==> src/rtl/cpu_types_pkg.sv <==
// cpu_types_pkg: shared types for the dual-core cache coherence controller.
//   word_t      32-bit data/address word
//   ramstate_t  RAM port status (FREE / BUSY / ACCESS / ERROR)
//   ccstate_t   coherence controller transaction states
//   reqclass_t  arbitration class of a granted request (icache or dcache)
package cpu_types_pkg;

    typedef logic [31:0] word_t;

    typedef enum logic [1:0] {
        FREE,
        BUSY,
        ACCESS,
        ERROR
    } ramstate_t;

    typedef enum logic [2:0] {
        IDLE,
        SNOOP,
        C2C,
        LOAD,
        WB,
        UPGRADE,
        IFETCH
    } ccstate_t;

    typedef enum logic {
        ICLASS,
        DCLASS
    } reqclass_t;

    localparam int unsigned BLK_WORDS_DEFAULT = 2;

endpackage

==> src/rtl/cc_arbiter.sv <==
// cc_arbiter: picks which cache request the coherence controller serves next.
// dcache requests always beat icache requests; within a class the winner is
// either round-robin (CC_FAIR_ARB_EN defined) or fixed with CPU0 first.
// Ports:
//   CLK, RST    clock and synchronous active-high reset (fair build only)
//   grant_take  controller is idle and consumes the current grant (fair build only)
//   dreq, ireq  per-CPU dcache / icache request vectors
//   gnt_valid   some request is pending
//   gnt_idx     index of the winning CPU
//   gnt_class   class of the winning request
module cc_arbiter
    import cpu_types_pkg::*;
(
`ifdef CC_FAIR_ARB_EN
    input  logic       CLK,
    input  logic       RST,
    input  logic       grant_take,
`endif
    input  logic [1:0] dreq,
    input  logic [1:0] ireq,
    output logic       gnt_valid,
    output logic       gnt_idx,
    output reqclass_t  gnt_class
);

    logic [1:0] cls_req;

`ifdef CC_FAIR_ARB_EN
    // Points at the CPU preferred when both CPUs contend within a class.
    logic rr_q, rr_d;

    always_comb begin
        rr_d = rr_q;
        if (grant_take && gnt_valid) begin
            rr_d = ~gnt_idx;
        end
    end

    always_ff @(posedge CLK) begin
        if (RST) begin
            rr_q <= 1'b0;
        end else begin
            rr_q <= rr_d;
        end
    end
`endif

    always_comb begin
        gnt_valid = (|dreq) | (|ireq);
        gnt_class = (|dreq) ? DCLASS : ICLASS;
        cls_req   = (|dreq) ? dreq : ireq;
`ifdef CC_FAIR_ARB_EN
        gnt_idx   = (cls_req == 2'b11) ? rr_q : cls_req[1];
`else
        gnt_idx   = ~cls_req[0];
`endif
    end

endmodule

==> src/rtl/coherent_mem_ctrl.sv <==
// coherent_mem_ctrl: controller end of the dual-core cache coherence interface.
// Serves both CPUs' icaches and dcaches on a single RAM port, snoops and
// invalidates the other dcache, and forwards dirty blocks cache-to-cache while
// writing them back to RAM.
// Build option: CC_FAIR_ARB_EN selects round-robin arbitration within a request
// class; without it CPU0 has fixed priority over CPU1.
// Ports:
//   CLK, RST                 clock, synchronous active-high reset
//   iREN, dREN, dWEN         per-cache requests
//   iaddr, daddr, dstore     per-cache address / store data
//   ccwrite                  requester intends to modify the block
//   cctrans                  snoop reply: snooped cache will supply a dirty block
//   ramload, ramstate        RAM read data and status
//   iwait, dwait             per-cache stall, low for the cycle a word completes
//   iload, dload             per-cache load data
//   ccwait, ccinv            hold / invalidate to the snooped cache
//   ccsnoopaddr              snooped address
//   ccdone                   one-cycle transaction-complete pulse
//   ramaddr, ramstore        RAM address / write data
//   ramREN, ramWEN           RAM strobes
module coherent_mem_ctrl
    import cpu_types_pkg::*;
#(
    parameter int unsigned CPUS     = 2,
    parameter int unsigned BLKWORDS = BLK_WORDS_DEFAULT
) (
    input  logic            CLK,
    input  logic            RST,
    input  logic [CPUS-1:0] iREN,
    input  logic [CPUS-1:0] dREN,
    input  logic [CPUS-1:0] dWEN,
    input  word_t           iaddr       [CPUS],
    input  word_t           daddr       [CPUS],
    input  word_t           dstore      [CPUS],
    input  logic [CPUS-1:0] ccwrite,
    input  logic [CPUS-1:0] cctrans,
    input  word_t           ramload,
    input  ramstate_t       ramstate,
    output logic [CPUS-1:0] iwait,
    output logic [CPUS-1:0] dwait,
    output word_t           iload       [CPUS],
    output word_t           dload       [CPUS],
    output logic [CPUS-1:0] ccwait,
    output logic [CPUS-1:0] ccinv,
    output word_t           ccsnoopaddr [CPUS],
    output logic [CPUS-1:0] ccdone,
    output word_t           ramaddr,
    output word_t           ramstore,
    output logic            ramREN,
    output logic            ramWEN
);

    if (CPUS != 2) begin : g_cpus_check
        $error("coherent_mem_ctrl supports CPUS == 2 only");
    end

    localparam int unsigned WCW = $clog2(BLKWORDS) + 1;

    ccstate_t       state_q, state_d;
    logic           g_q, g_d;
    logic [WCW-1:0] word_q, word_d;
    // Second cycle of SNOOP, or the ccdone cycle of WB/LOAD/C2C/UPGRADE.
    logic           tail_q, tail_d;

    logic           o;
    logic           last_word;
    logic           acc;

    logic           gnt_valid;
    logic           gnt_idx;
    reqclass_t      gnt_class;

    cc_arbiter u_arb (
`ifdef CC_FAIR_ARB_EN
        .CLK        (CLK),
        .RST        (RST),
        .grant_take (state_q == IDLE),
`endif
        .dreq       (dREN | dWEN | ccwrite),
        .ireq       (iREN),
        .gnt_valid  (gnt_valid),
        .gnt_idx    (gnt_idx),
        .gnt_class  (gnt_class)
    );

    assign o         = ~g_q;
    assign last_word = (word_q == WCW'(BLKWORDS - 1));
    assign acc       = (ramstate == ACCESS);

    always_comb begin
        state_d  = state_q;
        g_d      = g_q;
        word_d   = word_q;
        tail_d   = tail_q;

        iwait    = '1;
        dwait    = '1;
        ccwait   = '0;
        ccinv    = '0;
        ccdone   = '0;
        ramaddr  = '0;
        ramstore = '0;
        ramREN   = 1'b0;
        ramWEN   = 1'b0;
        for (int i = 0; i < int'(CPUS); i++) begin
            iload[i]       = ramload;
            dload[i]       = ramload;
            ccsnoopaddr[i] = '0;
        end

        unique case (state_q)
            IDLE: begin
                if (gnt_valid) begin
                    g_d    = gnt_idx;
                    word_d = '0;
                    tail_d = 1'b0;
                    if (gnt_class == DCLASS) begin
                        if (dWEN[gnt_idx]) begin
                            state_d = WB;
                        end else if (dREN[gnt_idx]) begin
                            state_d = SNOOP;
                        end else begin
                            state_d = UPGRADE;
                        end
                    end else begin
                        state_d = IFETCH;
                    end
                end
            end

            SNOOP: begin
                ccsnoopaddr[o] = daddr[g_q];
                ccwait[o]      = 1'b1;
                if (!tail_q) begin
                    ccinv[o] = ccwrite[g_q];
                    tail_d   = 1'b1;
                end else begin
                    tail_d  = 1'b0;
                    state_d = cctrans[o] ? C2C : LOAD;
                end
            end

            C2C: begin
                if (!tail_q) begin
                    ccsnoopaddr[o] = daddr[g_q];
                    ccwait[o]      = 1'b1;
                    ramWEN         = 1'b1;
                    ramaddr        = daddr[o];
                    ramstore       = dstore[o];
                    dload[g_q]     = dstore[o];
                    if (acc) begin
                        dwait[g_q] = 1'b0;
                        dwait[o]   = 1'b0;
                        word_d     = word_q + WCW'(1);
                        tail_d     = last_word;
                    end
                end else begin
                    ccdone[g_q] = 1'b1;
                    ccdone[o]   = 1'b1;
                    tail_d      = 1'b0;
                    state_d     = IDLE;
                end
            end

            LOAD: begin
                if (!tail_q) begin
                    ccsnoopaddr[o] = daddr[g_q];
                    ccwait[o]      = 1'b1;
                    ramREN         = 1'b1;
                    ramaddr        = daddr[g_q];
                    if (acc) begin
                        dwait[g_q] = 1'b0;
                        word_d     = word_q + WCW'(1);
                        tail_d     = last_word;
                    end
                end else begin
                    ccdone[g_q] = 1'b1;
                    tail_d      = 1'b0;
                    state_d     = IDLE;
                end
            end

            WB: begin
                if (!tail_q) begin
                    ramWEN   = 1'b1;
                    ramaddr  = daddr[g_q];
                    ramstore = dstore[g_q];
                    if (acc) begin
                        dwait[g_q] = 1'b0;
                        word_d     = word_q + WCW'(1);
                        tail_d     = last_word;
                    end
                end else begin
                    ccdone[g_q] = 1'b1;
                    tail_d      = 1'b0;
                    state_d     = IDLE;
                end
            end

            UPGRADE: begin
                if (!tail_q) begin
                    ccsnoopaddr[o] = daddr[g_q];
                    ccwait[o]      = 1'b1;
                    ccinv[o]       = 1'b1;
                    tail_d         = 1'b1;
                end else begin
                    ccdone[g_q] = 1'b1;
                    tail_d      = 1'b0;
                    state_d     = IDLE;
                end
            end

            IFETCH: begin
                ramREN  = 1'b1;
                ramaddr = iaddr[g_q];
                if (acc) begin
                    iwait[g_q] = 1'b0;
                    state_d    = IDLE;
                end
            end

            default: begin
                state_d = IDLE;
            end
        endcase
    end

    always_ff @(posedge CLK) begin
        if (RST) begin
            state_q <= IDLE;
            g_q     <= 1'b0;
            word_q  <= '0;
            tail_q  <= 1'b0;
        end else begin
            state_q <= state_d;
            g_q     <= g_d;
            word_q  <= word_d;
            tail_q  <= tail_d;
        end
    end

`ifndef SYNTHESIS
    // A requester must hold its request until its block has fully moved.
    a_dread_held : assert property (@(posedge CLK) disable iff (RST)
        (state_q == SNOOP || ((state_q == LOAD || state_q == C2C) && !tail_q))
        |-> dREN[g_q]);
    a_dwrite_held : assert property (@(posedge CLK) disable iff (RST)
        (state_q == WB && !tail_q) |-> dWEN[g_q]);
    a_iread_held : assert property (@(posedge CLK) disable iff (RST)
        (state_q == IFETCH) |-> iREN[g_q]);
`endif

endmodule

==> config.mk <==
export PLATFORM = sky130hd
export DESIGN_NAME = coherent_mem_ctrl
export DESIGN_NICKNAME = d
export VERILOG_FILES = /design/src/rtl/cpu_types_pkg.sv /design/src/rtl/cc_arbiter.sv /design/src/rtl/coherent_mem_ctrl.sv
export SDC_FILE = /design/constraint.sdc
export NUM_CORES = 1
export LEC_CHECK = 0
export CORE_AREA = 3 3 196 198
export DETAILED_ROUTE_END_ITERATION = 10
export DIE_AREA = 0 0 199 201
export GPL_TIMING_DRIVEN = 0
export PLACE_DENSITY_LB_ADDON = 0.15
export SKIP_CTS_REPAIR_TIMING = 1
export SLEW_MARGIN = 20
export SYNTH_ARGS = -nofsm -noshare
export SYNTH_HDL_FRONTEND = slang
export SYNTH_SLANG_ARGS = --single-unit
==> constraint.sdc <==
create_clock -name CLK -period 2.85 [get_ports CLK]
set_input_delay 0.285 -clock CLK [delete_from_list [all_inputs] [get_ports CLK]]
set_output_delay 0.285 -clock CLK [all_outputs]
set_load 0.03 [all_outputs]
**Yosys cells after proc, flatten, opt, wreduce, memory -nomap -nowiden**

Index checks and enable logic that the tools add are counted.

- Input port bits: 238
- Output and inout bits: 268
- Register bits after elaboration: 7
- Word-level logic and storage cells: 138

- Add/sub/neg operators: 1
- Multiplexer cells: 77
- Reduce and logical (&&, ||, !) cells: 20
- Order comparisons: 9
- Bitwise logic cells: 13
- Eq/ne operators: 14

Operator list:

| operator | count |
|---|---|
| $mux W32 | 21 |
| $mux W64 | 3 |
| $pmux W64 S2 | 1 |
| $pmux W32 S3 | 1 |
| $and A64 B64 Y64 | 1 |
| $bwmux W64 | 1 |
| $demux W32 S1 | 2 |
| $pmux W32 S2 | 1 |
| $mux W2 | 12 |
| $mux W3 | 7 |
| $pmux W2 S2 | 5 |
| $mux W1 | 18 |
| $pmux W3 S4 | 1 |
| $reduce_or A2 Y1 | 5 |
| $eq A3 B3 Y1 const B | 3 |
| $reduce_or A3 Y1 | 3 |
| $ne A2 B2 Y1 const B | 4 |
| $reduce_and A4 Y1 | 2 |
| $eq A3 B2 Y1 const B | 2 |
| $lt A1 B2 Y1 const B | 3 |
| $or A2 B2 Y2 | 3 |
| $and A2 B2 Y2 | 2 |
| $ge A2 B2 Y1 const B | 2 |
| $logic_and A1 B1 Y1 | 4 |
| other kinds (19) | 27 |

**Longest topological paths before layout**

Gate-level depths: netlist of the first run.

- Word-level depth: 12
- Mapped depth: 6
- Depth with buffers taken out: 5

**Hierarchy**

A second synthesis of the first run with hierarchy kept.

- Cells, all modules: 556
- Area, all modules: 4165.2 sq um

Modules (own cells, without submodules):

| module | cells an instance | times used | seq. area each (sq um) | area an instance (sq um) |
|---|---|---|---|---|
| coherent_mem_ctrl | 552 | 1 | 140.1 | 4144.0 |
| cc_arbiter | 4 | 1 | 0.0 | 21.3 |

**Worst setup path before layout of the first run**

Ideal clock, no wire load.

- Kind: register to output
- From: reg g_q
- To: out ccinv[1]
- Arrival: 1758 ps
- Buffers on the path: 3
- Path slack: 807 ps
- Stages on the path, launching flop included: 5
- Required time: 2565 ps
- Cells stage by stage: dfxtp_1 -> buf_2 -> buf_2 -> buf_2 -> nor4_1

- Cells in the longest elaborated chain, start to end: 8
- Elaborated cells on any way between the ends: 12
- Those cells by class: order compare: 2; mux: 7; bitwise: 2; reduce/logical: 1

RTL lines:

| what | RTL line | RTL |
|---|---|---|
| from (decl) | coherent_mem_ctrl.sv:60 | `logic g_q, g_d;` |
| from (signal assigned) | coherent_mem_ctrl.sv:236 | `g_q <= g_d;` |
| $not A1 Y1 | coherent_mem_ctrl.sv:86 | `assign o = ~g_q;` |
| $lt A1 B2 Y1 (not written as such) / $ge A1 B1 Y1 (equally long branches) | coherent_mem_ctrl.sv:135, coherent_mem_ctrl.sv:204 |  |
| $logic_and A1 B1 Y1 (not written as such) | coherent_mem_ctrl.sv:135, coherent_mem_ctrl.sv:204 |  |
| $mux W1 (not written as such) | coherent_mem_ctrl.sv:135, coherent_mem_ctrl.sv:204 |  |
| $demux W1 S1 | coherent_mem_ctrl.sv:135, coherent_mem_ctrl.sv:204 |  |
| $and A2 B2 Y2 (no source line) | n/a |  |
| $mux W2 | coherent_mem_ctrl.sv:134 | `if (!tail_q) begin` |
| $pmux W2 S2 * | coherent_mem_ctrl.sv:111 | `unique case (state_q)` |
| to (decl) | coherent_mem_ctrl.sv:44 | `output logic [CPUS-1:0] ccinv,` |

Mark *: on every way between the ends. The rest lies on a longest branch, timed or not. The select of a mux whose other input is x is not followed.

==> results of run 1 <==
-- worst min path at each step --
stage | start | endpoint | slack [ns] | cells after the start
2_1_floorplan | word_q[1] | word_q[1] | 0.44 | 2
3_3_place_gp | word_q[1] | word_q[1] | 0.46 | 2
3_5_place_dp | word_q[1] | word_q[1] | 0.46 | 2
4_1_cts | word_q[1] | word_q[1] | 0.47 | 2
5_1_grt | word_q[1] | word_q[1] | 0.51 | 2
6_report | RST | word_q[1] | 0.46 | 2
-- cells in the mapped netlist (2+ instances only) --
cell type	count	area share, %
a211o_1	2	0.48
a21oi_1	14	1.9
a221o_1	31	8.5
a22o_1	32	7.7
and2_1	64	11
and2b_1	2	0.41
buf_1	2	0.21
buf_2	25	3.4
buf_4	64	13
buf_6	4	1.2
clkbuf_1	10	1.0
dfxtp_1	7	3.8
inv_1	2	0.21
mux2_1	4	1.2
mux2_2	60	19
mux2i_1	36	9.9
nand2_1	7	0.72
nand2b_1	4	0.69
nand3_1	7	0.96
nor2_1	51	5.3
nor2b_1	5	0.86
nor3_1	7	0.96
nor3b_1	3	0.62
o21a_1	4	0.82
o21ai_0	5	0.69
o21bai_1	2	0.41
o22ai_1	2	0.34
or3_1	2	0.34
-- cells by family after synthesis --
family	Yosys count	share of synthesized area (%)
AOI/OAI and AO/OA	101	23.4
adders and majority gates	1	0.343
buffers and inverters	107	19.3
DFF	7	3.85
muxes	100	29.7
and+or+nand+nor	159	23.4
-- registers in the layout, indices dropped and copies added (netlist names) --
name / flops
g_q: 1
state_q: 3
tail_q: 1
word_q: 2
-- report_power, final --
part | total, mW | internal [mW] | leakage, nW | switching (mW)
Clock | 0.234 | 0.186 | 0.0382 | 0.0488
Sequential | 0.158 | 0.132 | 0.0574 | 0.0263
Combinational | 6.91 | 2.88 | 5.97 | 4.03
-- final cells by class --
type / count / share of cell area, %
timing repair buffer: 505 / 55.4
clock buffer: 4 / 0.795
multi-input combinational: 361 / 28.9
tap: 468 / 5.91
sequential: 7 / 1.41
buffer: 105 / 7.56
inverter: 2 / 0.0757
-- per-stage QoR --
| stage | cell area, sq um | instances | util, % | TNS (ns) |
|---|---|---|---|---|
| 2_1_floorplan | 3640 | 475 | - | 0 |
| 3_3_place_gp | 9270 | 1447 | 25.3 | -20.89 |
| 3_5_place_dp | 9270 | 1447 | 25.3 | -23.78 |
| 4_1_cts | 9350 | 1451 | 25.5 | -61.15 |
| 5_1_grt | 9910 | 1452 | 27.0 | -0.0353 |
| 6_report | 9910 | 1452 | 27.0 | 0 |
-- routing by layer --
metal / vias up / global-route usage, %
li1: 2692 / -
met4: 0 / 0.879
met2: 341 / 28.8
met3: 7 / 4.62
met1: 2670 / 14.6
met5: - / 0
-- critical path, stage by stage, from the launching register on --
cell	delay, ns
dfxtp_1	0.31
buf_6	0.13
and2b_1	0.25
nand2_1	0.12
nor2_4	0.22
buf_4	0.26
mux2_2	0.35
clkdlybuf4s50_1	0.59
==> impl_metrics.py, run 1 <==
metrics = {
    "logic_synthesis": {
        "synth_seq_cells": 7,
        "ys_async_sr_fraction_pct": 0,
        "yosysWarningCount": 0,
        "synth_cell_types": 45,
        "syn_inst": 475,
        "synth_edf_count": 0,
        "synth_flop_cell": "dfxtp_1",
        "syn_nets": 714,
        "avgSynthCellArea_sq_um": 7.67,
        "netlist_area_sq_um": 3640,
        "yosysSeqAreaShare_pct": 3.85,
    },
    "global_route": {
        "grt_pass1_wl_um": 42900,
        "gr-total-overflow": 0,
        "grt_pass1_vias": 6049,
        "grt_max_degree": 11,
        "grt_usage_pct": 14.3,
        "antenna_found_initial": 1,
    },
    "run": {
        "maxCapViolations": 0,
    },
    "worst_setup_path": {
        "path_class": "register to output port",
        "path_max_fanout": 10,
        "worst_setup_path_start_kind": "register",
        "r2r-start": "state_q[2]",
        "reg2reg_to": "word_q[1]",
        "cp.arrival_ns": 2.48,
        "r2r_cells": 5,
        "worst-r2r-setup-slack_ns": 1.07,
        "critPathLaunch": "state_q[1]",
        "endpoint_kind": "output port",
        "setup.worst_path.end": "dload[39]",
        "required_ns": 2.57,
    },
    "routing": {
        "routed_via_density": 3.93,
        "drc": 0,
        "routed.top_layer": "met4",
        "wl_um": 31300,
        "ant_nets": 0,
        "routedWlPerCell_um": 21.5,
        "m1WireLength_um": 11100,
        "drt_iter0_drc": 179,
        "dr.pass1.iters": 4,
        "wl_met2_um": 17000,
        "wl_met3_um": 3010,
        "num_vias": 5710,
    },
    "layout": {
        "final_cell_mix": "clkdlybuf4s50_1 (329), dlymetal6s2s_1 (175), buf_4 (67)",
        "antenna_cells": 0,
        "area_growth_pct": 172,
        "layout_commonest_cell": "clkdlybuf4s50_1",
        "multi_input_area_sq_um": 2860,
        "final_layout_size_suffix_gt1_share_pct": 18.8,
        "fill_cells": 4015,
        "regArea_sq_um": 140,
        "final_nets": 1224,
    },
    "timing": {
        "rsz0062_at_grt": "true",
        "clock.fmax_mhz": 362,
        "fin_skew_ns": 0.000468,
        "fin_ws_ns": 0.0865,
        "min_period_ns": 2.76,
        "setup_viol": 0,
        "max-slew-margin-rel_pct": 59.0,
        "hold_viol": 0,
        "fin_hold_ws_ns": 0.456,
        "finalCritPeriodShare_pct": 97.0,
        "finalMaxSlewViolations": 0,
        "tightest_slew_ns": 0.611,
    },
    "floorplanning": {
        "core-area_sq_um": 36700,
        "die-area_sq_um": 40000,
        "die-height_um": 201,
        "ios": 506,
        "start_util_pct": 9.92,
        "die_w_um": 199,
        "fp-row-count": 70,
    },
    "cts": {
        "cts_sinks": 7,
        "h-tree-depth": 1,
        "cts_buffers": 3,
        "clk_latency_ns": 0.23,
        "clk_path_buf_depth": 2,
        "cts_tree": "yes",
        "clk_pin_slew_ns": 0.04,
        "root_buffer": "clkbuf_16",
    },
    "place": {
        "dp_hpwl_um": 26900,
        "dp_slack_ns": -0.345,
        "gp_congestion": 0.767,
        "portBuffers": 504,
    },
    "pwr": {
        "power_leakage_nw": 6.06,
        "p_per_area_nw_per_um2": 737,
        "total_power_mw": 7.31,
        "irDropWorstVdd_mv": 0.292,
    },
    "outcome": {
        "run_status": "finished clean",
    },
    "hold_path": {
        "hp-class": "input port to register",
    },
}
Power figures use the tool's default switching activity.
==> inputs of run 2 (changes only) <==
Settings changed: CORE_AREA 3 3 196 198 to 2 2 195 197, DIE_AREA 0 0 199 201 to 0 0 197 199, HOLD_SLACK_MARGIN set to 0.06.
==> impl_metrics.py, run 2 (synthesized netlist as in run 1, its figures left out) <==
metrics = {
    "place": {
        "gp_congestion": 0.764,
        "portBuffers": 504,
        "dp_hpwl_um": 26100,
        "dp.cells": 1453,
    },
    "floorplanning": {
        "die_w_um": 197,
        "start_util_pct": 9.81,
        "ios": 506,
        "core-area_sq_um": 37100,
        "die-height_um": 199,
        "fp-row-count": 71,
        "die-area_sq_um": 39200,
    },
    "routing": {
        "drc": 0,
        "routedWlPerCell_um": 20.9,
        "dr.pass1.iters": 4,
        "ant_nets": 0,
        "wl_um": 30500,
        "num_vias": 5747,
        "routed_via_density": 3.93,
        "drt_iter0_drc": 117,
    },
    "pwr": {
        "switching_share_pct": 56.3,
        "p_per_area_nw_per_um2": 741,
        "irDropWorstVdd_mv": 0.201,
        "power_leakage_nw": 5.96,
        "power_frac_clock_pct": 3.3,
        "pwr-share-comb_pct": 94.5,
        "internal-power_mw": 3.21,
        "total_power_mw": 7.34,
        "p_switching_mw": 4.14,
        "seqPwrFrac_pct": 2.1,
    },
    "worst_setup_path": {
        "r2r_cells": 5,
        "path_cells": "buf_2, nor2_2, nand2_1, nor2_4, buf_4, mux2_2, clkdlybuf4s50_1",
        "reg2reg_to": "word_q[1]",
        "required_ns": 2.57,
        "endpoint_kind": "output port",
        "critPathMaxStageDelay_ns": 0.62,
        "r2r-start": "tail_q",
        "worst_path_max_delay_cell": "clkdlybuf4s50_1",
        "path_class": "register to output port",
        "path_max_fanout": 10,
        "cp.arrival_ns": 2.47,
        "worst_setup_path_start_kind": "register",
        "worst-r2r-setup-slack_ns": 1.06,
    },
    "layout": {
        "reg.largest.list": "state_q (3), word_q (2)",
        "fin_cells": 1461,
        "area_growth_pct": 172,
        "post-route-util_pct": 26.7,
        "fill_cells": 4088,
        "final_layout_size_suffix_gt1_share_pct": 18.7,
        "final_nets": 1225,
        "largest_reg_flops": 3,
        "final_cell_mix": "clkdlybuf4s50_1 (334), dlymetal6s2s_1 (170), buf_4 (69)",
        "top_register": "state_q",
        "layout_commonest_cell": "clkdlybuf4s50_1",
    },
    "cts": {
        "root_buffer": "clkbuf_16",
        "clk_path_buf_depth": 2,
        "cts_sinks": 7,
        "clk_pin_slew_ns": 0.04,
        "clk_latency_ns": 0.24,
        "cts_buffers": 3,
        "h-tree-depth": 1,
        "cts_tree": "yes",
    },
    "timing": {
        "hold_viol": 0,
        "finalCritPeriodShare_pct": 96.7,
        "fin_hold_ws_ns": 0.442,
        "setup_viol": 0,
        "fin_skew_ns": 0.000417,
        "clock.fmax_mhz": 363,
        "rsz0062_at_grt": "false",
        "finalMaxSlewViolations": 0,
        "tightest_slew_ns": 0.600,
        "min_period_ns": 2.76,
        "max-slew-margin-rel_pct": 59.7,
    },
    "global_route": {
        "antenna_found_initial": 2,
        "gr-total-overflow": 0,
        "grt_usage_pct": 14.4,
        "grt_max_degree": 11,
        "grt_pass1_wl_um": 42000,
        "grt_pass1_vias": 6065,
    },
    "hold_path": {
        "hold_path_depth": 2,
        "hp-start": "RST",
        "hp-class": "input port to register",
        "hold_path_end": "state_q[2]",
    },
    "outcome": {
        "run_status": "finished clean",
    },
    "run": {
        "maxCapViolations": 0,
    },
}
[run 2: worst max-delay path by stage]
stage / startpoint / end / slack (ns) / depth (start not counted)
final: state_q[2] / dload[32] / 0.09 / 7
after global routing: state_q[2] / ramstore[10] / 0.009 / 6
after CTS: state_q[2] / ramaddr[22] / -0.55 / 7
after detailed placement: state_q[2] / ccsnoopaddr[25] / -0.30 / 7
after global placement: state_q[2] / ccsnoopaddr[25] / -0.29 / 7
after floorplan: g_q / ccinv[1] / 0.81 / 4
[run 2: worst max-delay path: cells and delay by family (launching register included)]
kind                   cells  cell delay [ns]
buffers and inverters      3             0.96
and+or+nand+nor            3             0.63
muxes                      1             0.32
DFF                        1             0.31
[run 2: layer usage]
layer | up-vias | global-route usage (%) | wire (um)
li1 | 2709 | - | -
met1 | 2699 | 15.3 | 11300
met2 | 319 | 28.3 | 16000
met3 | 20 | 4.07 | 2720
met4 | 0 | 2.67 | 461
met5 | - | 0 | 0
[run 2: area by class of cell]
| type | count | area (sq um) | area share [%] |
|---|---|---|---|
| Clock buffer | 4 | 78.8 | 0.796 |
| Antenna cell | 2 | 5.00 | 0.0505 |
| Inverter | 2 | 7.51 | 0.0758 |
| Multi-Input combinational cell | 361 | 2850 | 28.8 |
| Sequential cell | 7 | 140 | 1.41 |
| Tap cell | 474 | 593 | 5.99 |
| Timing Repair Buffer | 506 | 5490 | 55.4 |
| Buffer | 105 | 744 | 7.52 |
[run 2: stage by stage]
step	worst slack, ns	area [sq um]	setup TNS, ns
6_report	0.0944	9900	0
5_1_grt	0.00927	9900	0
4_1_cts	-0.552	9360	-59.36
3_5_place_dp	-0.298	9280	-19.15
3_3_place_gp	-0.295	9280	-16.82
2_1_floorplan	0.807	3640	0
[run 2: power by group through the flow]
| stage | sequential (mW) | clock (mW) | combinational, mW |
|---|---|---|---|
| after global routing | 0.158 | 0.257 | 7.31 |
| after global placement | 0.157 | 0 | 7.10 |
| after detailed placement | 0.157 | 0 | 7.06 |
| final | 0.156 | 0.246 | 6.94 |
| after floorplan | 0.148 | 0 | 3.97 |
| after CTS | 0.155 | 0.247 | 7.09 |
==> inputs of run 3 (changes only) <==
Settings changed: CAP_MARGIN set to 20.
==> results of run 3 <==
No change in the layout: final DEF, timing and power equal those of run 2.
